==> config.mk <==
export PLATFORM = sky130hd
export DESIGN_NAME = dot_pe_acc_flat
export DESIGN_NICKNAME = d
export VERILOG_FILES = /design/src/rtl/dot_pe_pkg.sv /design/src/rtl/dot_pe_acc_if.sv /design/src/rtl/dot_pe_sat_add.sv /design/src/rtl/dot_pe_acc.sv /design/src/flat_wrapper.sv
export SDC_FILE = /design/constraint.sdc
export NUM_CORES = 2
export LEC_CHECK = 0
export CAP_MARGIN = 20
export CORE_MARGIN = 2
export CORE_UTILIZATION = 60
export DETAILED_ROUTE_END_ITERATION = 16
export PLACE_DENSITY = 0.81
export SYNTH_ARGS = -nofsm -noshare
export SYNTH_HDL_FRONTEND = slang
export SYNTH_HIERARCHICAL = 1
export SYNTH_SLANG_ARGS = --single-unit
==> constraint.sdc <==
create_clock -name clk -period 12.85 [get_ports clk]
set_input_delay 2.57 -clock clk [delete_from_list [all_inputs] [get_ports clk]]
set_output_delay 2.57 -clock clk [all_outputs]
set_load 0.01 [all_outputs]
==> src/rtl/dot_pe_pkg.sv <==
// Shared types and saturation limits for the accumulating dot-product PE.
package dot_pe_pkg;

    typedef enum logic {
        IDLE = 1'b0,
        ACC  = 1'b1
    } acc_state_t;

    // Where a saturation event originated; any set bit marks the vector as saturated.
    typedef struct packed {
        logic prod;
        logic tree;
        logic acc;
    } sat_evt_t;

    function automatic int sat_max(input int dw);
        return (1 << (dw - 1)) - 1;
    endfunction

    function automatic int sat_min(input int dw);
        return -(1 << (dw - 1));
    endfunction

endpackage

==> src/rtl/dot_pe_acc_if.sv <==
// Beat, weight and result signals of the accumulating dot-product PE.
interface dot_pe_acc_if #(
    parameter int LANES = 8,
    parameter int DW    = 8
);
    logic [LANES*DW-1:0] i_data;
    logic                i_valid;
    logic                i_last;
    logic [LANES*DW-1:0] i_weight;
    logic                i_w_load;
    logic [DW-1:0]       o_data;
    logic                o_valid;
    logic                o_sat;

    modport master (
        output i_data, i_valid, i_last, i_weight, i_w_load,
        input  o_data, o_valid, o_sat
    );

    modport slave (
        input  i_data, i_valid, i_last, i_weight, i_w_load,
        output o_data, o_valid, o_sat
    );
endinterface

==> src/rtl/dot_pe_sat_add.sv <==
// DW-bit signed adder with symmetric saturation (+max / -max) and an overflow flag.
module dot_pe_sat_add #(
    parameter int DW = 8
) (
    input  logic signed [DW-1:0] a,
    input  logic signed [DW-1:0] b,
    output logic signed [DW-1:0] sum,
    output logic                 ov
);
    import dot_pe_pkg::*;

    localparam logic signed [DW-1:0] SMAX = DW'(sat_max(DW));
    localparam logic signed [DW-1:0] SNEG = -SMAX;

    logic signed [DW-1:0] raw;

    always_comb begin
        raw = a + b;
        ov  = (a[DW-1] == b[DW-1]) && (raw[DW-1] != a[DW-1]);
        if (!ov) begin
            sum = raw;
        end else if (a[DW-1]) begin
            sum = SNEG;
        end else begin
            sum = SMAX;
        end
    end
endmodule

==> src/rtl/dot_pe_acc.sv <==
// Accumulating LANES-wide saturating dot-product PE: product reg, registered adder tree, accumulator.
// Build option DOT_PE_ACC_ROUND_EN: round half up before the product shift (default truncates).
//
//   state | meaning
//   IDLE  | next valid beat at the accumulator starts a new vector
//   ACC   | partial vector held in acc_q, waiting for further beats
module dot_pe_acc #(
    parameter int LANES = 8,
    parameter int DW    = 8,
    parameter int FRAC  = 5
) (
    input logic         clk,
    input logic         rst,
    dot_pe_acc_if.slave bus
);
    import dot_pe_pkg::*;

    localparam int LVLS  = $clog2(LANES);
    localparam int NODES = 2 * LANES - 1;
    localparam logic signed [DW-1:0] SMAX = DW'(sat_max(DW));
    localparam logic signed [DW-1:0] SMIN = DW'(sat_min(DW));
`ifdef DOT_PE_ACC_ROUND_EN
    localparam logic signed [2*DW-1:0] RND_C = (2*DW)'(1 << (FRAC - 1));
`endif

    logic [LANES*DW-1:0]  w_q;
    logic signed [DW-1:0] prod_d [LANES];
    logic [LANES-1:0]     prod_ov;

    // Heap-ordered tree: node i sums nodes 2i+1 and 2i+2; lane k sits at leaf LANES-1+k.
    logic signed [DW-1:0] node_q [NODES];
    logic signed [DW-1:0] sum_c  [LANES-1];
    logic [LANES-2:0]     ov_c;
    logic [LVLS-1:0]      lvl_ov;

    // Stage bookkeeping indexed by tree depth; index LVLS is the product register.
    logic [LVLS:0] vld_q;
    logic [LVLS:0] last_q;
    sat_evt_t      evt_q [LVLS+1];

    acc_state_t           state_q, state_d;
    logic signed [DW-1:0] acc_q, acc_d;
    logic                 sticky_q, sticky_d;
    logic signed [DW-1:0] acc_sum;
    logic                 acc_ov;
    logic signed [DW-1:0] beat_sum;
    sat_evt_t             beat_ev;
    logic                 beat_sat;
    logic [DW-1:0]        o_data_q, o_data_d;
    logic                 o_valid_q, o_valid_d;
    logic                 o_sat_q, o_sat_d;

    always_ff @(posedge clk or posedge rst) begin
        if (rst) begin
            w_q <= '0;
        end else if (bus.i_w_load) begin
            w_q <= bus.i_weight;
        end
    end

    // A beat in the same cycle as a weight load still sees w_q, i.e. the old weights.
    for (genvar k = 0; k < LANES; k++) begin : g_lane
        logic signed [DW-1:0]   d_l;
        logic signed [DW-1:0]   w_l;
        logic signed [2*DW-1:0] full;
        logic signed [2*DW-1:0] shifted;

        assign d_l = bus.i_data[k*DW +: DW];
        assign w_l = w_q[k*DW +: DW];
`ifdef DOT_PE_ACC_ROUND_EN
        assign full = d_l * w_l + RND_C;
`else
        assign full = d_l * w_l;
`endif
        assign shifted = full >>> FRAC;
        // The field fits when every bit above it matches its sign bit.
        assign prod_ov[k] = !((&shifted[2*DW-1:DW-1]) || (~|shifted[2*DW-1:DW-1]));
        assign prod_d[k]  = prod_ov[k] ? (shifted[2*DW-1] ? SMIN : SMAX) : shifted[DW-1:0];
    end

    for (genvar i = 0; i < LANES - 1; i++) begin : g_node
        dot_pe_sat_add #(.DW(DW)) u_add (
            .a   (node_q[2*i+1]),
            .b   (node_q[2*i+2]),
            .sum (sum_c[i]),
            .ov  (ov_c[i])
        );
    end

    for (genvar d = 0; d < LVLS; d++) begin : g_lvl
        assign lvl_ov[d] = |ov_c[(2**(d+1))-2 : (2**d)-1];
    end

    always_ff @(posedge clk or posedge rst) begin
        if (rst) begin
            for (int n = 0; n < NODES; n++) begin
                node_q[n] <= '0;
            end
            for (int d = 0; d <= LVLS; d++) begin
                evt_q[d] <= '0;
            end
            vld_q  <= '0;
            last_q <= '0;
        end else begin
            for (int k = 0; k < LANES; k++) begin
                node_q[LANES-1+k] <= prod_d[k];
            end
            for (int n = 0; n < LANES - 1; n++) begin
                node_q[n] <= sum_c[n];
            end
            vld_q[LVLS]  <= bus.i_valid;
            last_q[LVLS] <= bus.i_valid & bus.i_last;
            evt_q[LVLS]  <= '{prod: bus.i_valid & (|prod_ov), tree: 1'b0, acc: 1'b0};
            for (int d = 0; d < LVLS; d++) begin
                vld_q[d]  <= vld_q[d+1];
                last_q[d] <= last_q[d+1];
                evt_q[d]  <= '{prod: evt_q[d+1].prod,
                               tree: evt_q[d+1].tree | (vld_q[d+1] & lvl_ov[d]),
                               acc:  1'b0};
            end
        end
    end

    dot_pe_sat_add #(.DW(DW)) u_acc (
        .a   (acc_q),
        .b   (node_q[0]),
        .sum (acc_sum),
        .ov  (acc_ov)
    );

    always_ff @(posedge clk or posedge rst) begin
        if (rst) begin
            state_q   <= IDLE;
            acc_q     <= '0;
            sticky_q  <= 1'b0;
            o_data_q  <= '0;
            o_valid_q <= 1'b0;
            o_sat_q   <= 1'b0;
        end else begin
            state_q   <= state_d;
            acc_q     <= acc_d;
            sticky_q  <= sticky_d;
            o_data_q  <= o_data_d;
            o_valid_q <= o_valid_d;
            o_sat_q   <= o_sat_d;
        end
    end

    always_comb begin
        state_d   = state_q;
        acc_d     = acc_q;
        sticky_d  = sticky_q;
        o_data_d  = o_data_q;
        o_valid_d = 1'b0;
        o_sat_d   = o_sat_q;
        beat_ev   = evt_q[0];
        beat_sum  = node_q[0];

        case (state_q)
            IDLE: begin
                beat_sum    = node_q[0];
                beat_ev.acc = 1'b0;
            end
            ACC: begin
                beat_sum    = acc_sum;
                beat_ev.acc = acc_ov;
            end
            default: begin
                beat_sum    = node_q[0];
                beat_ev.acc = 1'b0;
            end
        endcase
        beat_sat = sticky_q | (|beat_ev);

        if (vld_q[0]) begin
            if (last_q[0]) begin
                state_d   = IDLE;
                acc_d     = '0;
                sticky_d  = 1'b0;
                o_data_d  = beat_sum;
                o_valid_d = 1'b1;
                o_sat_d   = beat_sat;
            end else begin
                state_d  = ACC;
                acc_d    = beat_sum;
                sticky_d = beat_sat;
            end
        end
    end

    assign bus.o_data  = o_data_q;
    assign bus.o_valid = o_valid_q;
    assign bus.o_sat   = o_sat_q;
endmodule

==> src/flat_wrapper.sv <==
// flat-port wrapper written by rule: the top's interface ports become plain ports
module dot_pe_acc_flat import dot_pe_pkg::*;
#(
    parameter int LANES = 8,
    parameter int DW    = 8,
    parameter int FRAC  = 5
)
  (clk, rst, bus_i_data, bus_i_valid, bus_i_last, bus_i_weight, bus_i_w_load, bus_o_data, bus_o_valid, bus_o_sat);
  dot_pe_acc_if #(.LANES(LANES), .DW(DW)) bus_i ();
  input logic clk;
  input logic rst;
  input wire logic [$bits(bus_i.i_data)-1:0] bus_i_data;
  input wire logic [$bits(bus_i.i_valid)-1:0] bus_i_valid;
  input wire logic [$bits(bus_i.i_last)-1:0] bus_i_last;
  input wire logic [$bits(bus_i.i_weight)-1:0] bus_i_weight;
  input wire logic [$bits(bus_i.i_w_load)-1:0] bus_i_w_load;
  output wire logic [$bits(bus_i.o_data)-1:0] bus_o_data;
  output wire logic [$bits(bus_i.o_valid)-1:0] bus_o_valid;
  output wire logic [$bits(bus_i.o_sat)-1:0] bus_o_sat;
  assign bus_i.i_data = bus_i_data;
  assign bus_i.i_valid = bus_i_valid;
  assign bus_i.i_last = bus_i_last;
  assign bus_i.i_weight = bus_i_weight;
  assign bus_i.i_w_load = bus_i_w_load;
  assign bus_o_data = bus_i.o_data;
  assign bus_o_valid = bus_i.o_valid;
  assign bus_o_sat = bus_i.o_sat;
  dot_pe_acc #(.LANES(LANES), .DW(DW), .FRAC(FRAC)) u_core (.clk(clk), .rst(rst), .bus(bus_i));
endmodule
Yosys cells after proc, flatten, opt, wreduce, memory -nomap -nowiden
Cells that the tools add are included.
Widths: inputs -> output; s select.

word-level totals
  logic and storage cells = 164
  bits in registers = 219
  output and inout port bits = 10
  input bits = 133

operators by class
  equality and inequality tests = 16
  bitwise operators = 9
  reduce and logical (&&, ||, !) cells = 53
  mux-type cells = 39
  multipliers = 8
  add/sub/neg operators = 8

operator list
  operator           count
  $mux 8             33
  $mul 8x8->16       8
  $add 8x8->8        8
  $reduce_or 4->1    9
  $reduce_and 4->1   8
  $logic_not 1->1    16
  $pmux 8 s2         1
  $eq 1x1->1         8
  $logic_and 1x1->1  8
  $logic_or 1x1->1   8
  $ne 1x1->1         8
  $reduce_or 8->1    1
  $and 1x1->1        5
  $mux 1             4
  $or 1x1->1         3
  $reduce_or 3->1    1
  $pmux 1 s2         1
  $reduce_and 2->1   1
  $reduce_or 2->1    1
  $not 1->1          1

Logic depth before layout (Yosys ltp)
  word-level depth = 7
  gate-level depth with buffers = 20
  gate-level depth less buffers = 20

Cells and area by module
Netlist, hierarchy kept.

modules (own cells, without submodules)
  module          cells each  area an instance (um^2)  instances  seq. area each (um^2)
  dot_pe_acc      2670        26952.1                  1          5480.3
  dot_pe_sat_add  57          437.9                    8          0.0

Worst setup path before layout
Ideal clock, no wire load.

  path type = input-to-reg
  from = input bus_i_data[29]
  to = register u_core/evt_q[2] in the netlist's numbering
  buffers on the path = 0
  data arrival time = 7.100 ns
  setup slack = 5.610 ns
  stages on the path = 18
  library setup time = 0.140 ns
  data required time = 12.710 ns
  cells stage by stage = and2_1 -> fa_1 -> inv_1 -> fa_1 -> inv_1 -> fa_1 -> inv_1 -> fa_1 -> inv_1 -> ha_1 -> and3_1 -> a221o_1 -> a2111oi_2 -> nor3b_1 -> or3b_1 -> mux2i_4 -> o2111a_1 -> a41oi_1

between the ends
  word-level cells in the longest chain between the ends = 7
  elaborated cells between the ends (all ways) = 8
  classes of those cells = 1 x mul; 1 x bitwise; 6 x reduce/logical

RTL lines
  item                           line                text
  start, declared                flat_wrapper.sv:12  input wire logic [$bits(bus_i.i_data)-1:0] bus_i_data;
  $mul 8x8->16 (*)               dot_pe_acc.sv:73    assign full = d_l * w_l;
  $reduce_or 4->1                dot_pe_acc.sv:77    assign prod_ov[k] = !((&shifted[2*DW-1:DW-1]) || (~|shifted[2*DW-1:DW-1]));
  $logic_not 1->1                dot_pe_acc.sv:77
  $logic_or 1x1->1 (*)           dot_pe_acc.sv:77
  $logic_not 1->1 (*)            dot_pe_acc.sv:77
  $reduce_or 8->1 (*)            dot_pe_acc.sv:113   evt_q[LVLS] <= '{prod: bus.i_valid & (|prod_ov), tree: 1'b0, acc: 1'b0};
  $and 1x1->1 (*)                dot_pe_acc.sv:113
  end signal, assigned by index  dot_pe_acc.sv:113
  end signal, assigned by index  dot_pe_acc.sv:117   evt_q[d] <= '{prod: evt_q[d+1].prod,
  end, declared                  dot_pe_acc.sv:39    sat_evt_t evt_q [LVLS+1];

Mark *: on every way between the ends. The rest lies on a longest branch, timed or not.
A chain may end at the register's enable or synchronous reset.

Worst setup path after layout
  from = input bus_i_data[23]
  to = register u_core/evt_q[2] in the netlist's numbering

Same word-level chain as after synthesis.

==> impl_metrics.tcl <==
set metrics [dict create \
    slew_viol_final 0 \
    synth_cells 3126 \
    worstSetupPathType "primary input to register" \
    max_slew.worst_pin.slew_ps 981.8 \
    layout_commonest_cell "inv_1" \
    syn_nets 3971 \
    grt_pass1_wl_um 111400 \
    clockBufferDepth 3 \
    required_ps 13290 \
    finalHoldViolCount 0 \
    cts_tree "built" \
    drt_iter0_drc 1095 \
    syn_to_final_growth_pct 10.31 \
    setup_viol 0 \
    dp_hpwl_um 51550 \
    io_pins 143 \
    wl_met1_um 26470 \
    relSlewSlack_pct 34.55 \
    fin_cells 3969 \
    finish.utilization_pct 66.96 \
    fin_crit_ps 8265 \
    yosysWarnings 6 \
    path_clk_slew_ps 60 \
    grtUsageTotal_pct 25.24 \
    outcome "finished, final reports clean" \
    portBuffers 142 \
    min_from "u_core/evt_q[8]" \
    synth-main-ff-cell "dfrtp_1" \
    synth.distinct_cells 81 \
    cts_made_buffers 27 \
    htree_levels 1 \
    core_area_um2 50170 \
    start_kind "primary input" \
    critical_path.max_fanout 8 \
    grt_start_max_net_pins 88 \
    dr_wl_met2_um 32570 \
    gp_congestion 0.9129 \
    die_w_um 229.3 \
    post_cts_buffers 0 \
    placed_cells 3920 \
    rsz0062_at_grt "false" \
    rows 82 \
    cp-end-kind "register" \
    syn_area_um2 30460 \
    cp-startpoint "bus_i_data[23]" \
    hp-class "register to register" \
    gr-total-overflow 0 \
    drc 0 \
    synth-seq-cells 219 \
    viasPerCell 5.521 \
    layout_common_cells "inv_1 (665), fa_1 (440), and2_1 (321)" \
    fmax_mhz 121.0 \
    arrival_ps 8700 \
    dieHeight_um 229.3 \
    setup_tns_ps 0 \
    synth.yosys.seq_area_share_pct 17.99 \
    dr_wl_met3_um 2259 \
    async_flop_share_pct 100.0 \
    wl_per_cell_um 15.87 \
    num_vias 21912 \
    placed_area_um2 32660 \
    dr.pass1.iters 5 \
    fin_nets 4122 \
    final_cell_area_um2 33600 \
    cts_hold_buffers 0 \
    fin_skew_ps 9.772 \
    grt_pass1_vias 24227 \
    antenna_found_initial 0 \
    clock_sinks 219 \
    synth-edff-count 0 \
    cts_resized 0 \
    antennaDiodeCount 0 \
    routed.top_layer "met4" \
    final_layout_size_suffix_gt1_share_pct 5.793 \
    ant_nets 0 \
    fin_crit_sh_pct 64.32 \
    cts-root-buf "clkbuf_16" \
    initial_core_util_pct 60.70 \
    r2r-start "u_core/w_q[18]" \
    syn_avg_cell_area_um2 9.743 \
    dieArea_um2 52580 \
    maxCapViolations 0 \
    worstSkewPairLatency_ps 580 \
    routed_wl_um 62970 \
]
-- synthesized netlist by cell type (9+ instances only) --
| cell type | number | area [um2] |
|---|---|---|
| a31oi_1 | 15 | 93.84 |
| or3_1 | 11 | 68.82 |
| and2_1 | 321 | 2008 |
| xnor2_1 | 103 | 902.1 |
| ha_1 | 272 | 3403 |
| a21o_1 | 88 | 660.6 |
| a2bb2oi_1 | 16 | 140.1 |
| or2_2 | 10 | 62.56 |
| mux2_2 | 72 | 810.8 |
| xor2_1 | 40 | 350.3 |
| a211oi_1 | 28 | 210.2 |
| fa_1 | 440 | 8808 |
| o21bai_1 | 16 | 120.1 |
| nand3_1 | 21 | 105.1 |
| o22ai_1 | 10 | 62.56 |
| dfrtp_1 | 219 | 5480 |
| o21ba_2 | 9 | 90.09 |
| inv_1 | 666 | 2500 |
| a21oi_2 | 9 | 78.83 |
| mux2i_1 | 20 | 200.2 |
| a211o_1 | 12 | 105.1 |
| o31ai_1 | 15 | 112.6 |
| a21oi_1 | 107 | 535.5 |
| o211ai_1 | 14 | 105.1 |
| nand2_1 | 157 | 589.3 |
| and3_1 | 25 | 156.4 |
| nor2b_1 | 66 | 412.9 |
| a311o_1 | 9 | 90.09 |
| nor3_1 | 28 | 140.1 |
| nand2b_1 | 17 | 106.4 |
| a221oi_1 | 10 | 87.58 |
| clkbuf_1 | 22 | 82.58 |
| o21ai_0 | 71 | 355.3 |
| nor2_1 | 59 | 221.5 |
| o21a_1 | 24 | 180.2 |
-- flip-flops by register name (all words and copies together), names as in the netlist --
name and flops:
u_core/node_q 120, u_core/w_q 64, u_core/acc_q 8, u_core/bus.o_data 8
u_core/evt_q 5, u_core/last_q 4, u_core/vld_q 4, u_core/beat_ev 2
u_core/bus.o_sat 1, u_core/bus.o_valid 1, u_core/state_q 1, u_core/sticky_q 1
-- per-layer routing --
| layer | GRT usage (%) | up-vias |
|---|---|---|
| met5 | 0 | - |
| met4 | 6.778 | 0 |
| met3 | 2.664 | 130 |
| met2 | 46.25 | 479 |
| met1 | 31.73 | 10967 |
| li1 | - | 10336 |
-- worst paths after layout --
kind / end / slack [ps] / cells past startpoint
min reg2reg: u_core/beat_ev[2] / 360 / 0
max: u_core/evt_q[2] / 4580 / 18
min in group asynchronous: u_core/w_q[29] / 2490 / 2
min: u_core/beat_ev[2] / 360 / 0
max reg2reg: u_core/evt_q[2] / 6720 / 17
max in group asynchronous: u_core/node_q[108] / 8250 / 4
-- critical path, cell delays in order --
cell and delay (ps):
clkdlybuf4s50_1 640, nand2_1 190, fa_1 750, inv_1 100
fa_1 500, inv_1 50, fa_1 490, inv_1 50
fa_1 450, ha_1 400, and4_1 260, a221oi_1 350
a21boi_0 230, o22a_1 260, inv_1 100, o311ai_0 710
o2111a_1 420, a41oi_1 140
-- area by class of cell --
| cell class | count | area (um2) |
|---|---|---|
| Tap cell | 672 | 840.8 |
| Fill cell | 3808 | 16570 |
| Timing Repair Buffer | 144 | 1434 |
| Sequential cell | 219 | 5480 |
| Multi-Input combinational cell | 2218 | 22390 |
| Clock inverter | 20 | 237.7 |
| Clock buffer | 29 | 703.2 |
| Inverter | 667 | 2511 |
-- logic make-up after synthesis --
group           Yosys count  share of synthesized area [%]
simple gates            753                          13.76
fa+ha+maj               712                          40.10
buf+inv                 689                          8.492
compound gates          516                          12.10
flops                   219                          17.99
xor+xnor                144                          4.166
mux                      93                          3.393
-- through the flow --
stage / hold WS [ps] / worst slack (ps)
2_1_floorplan: 331.2 / 4287
3_3_place_gp: 337.3 / 4265
3_5_place_dp: 345.7 / 4000
4_1_cts: 350.9 / 4595
5_1_grt: 365.9 / 4156
6_report: 360.1 / 4585
Power is left out: the tool's default activity adds up to more than one toggle a clock period on the data nets, which glitch-free logic cannot reach.
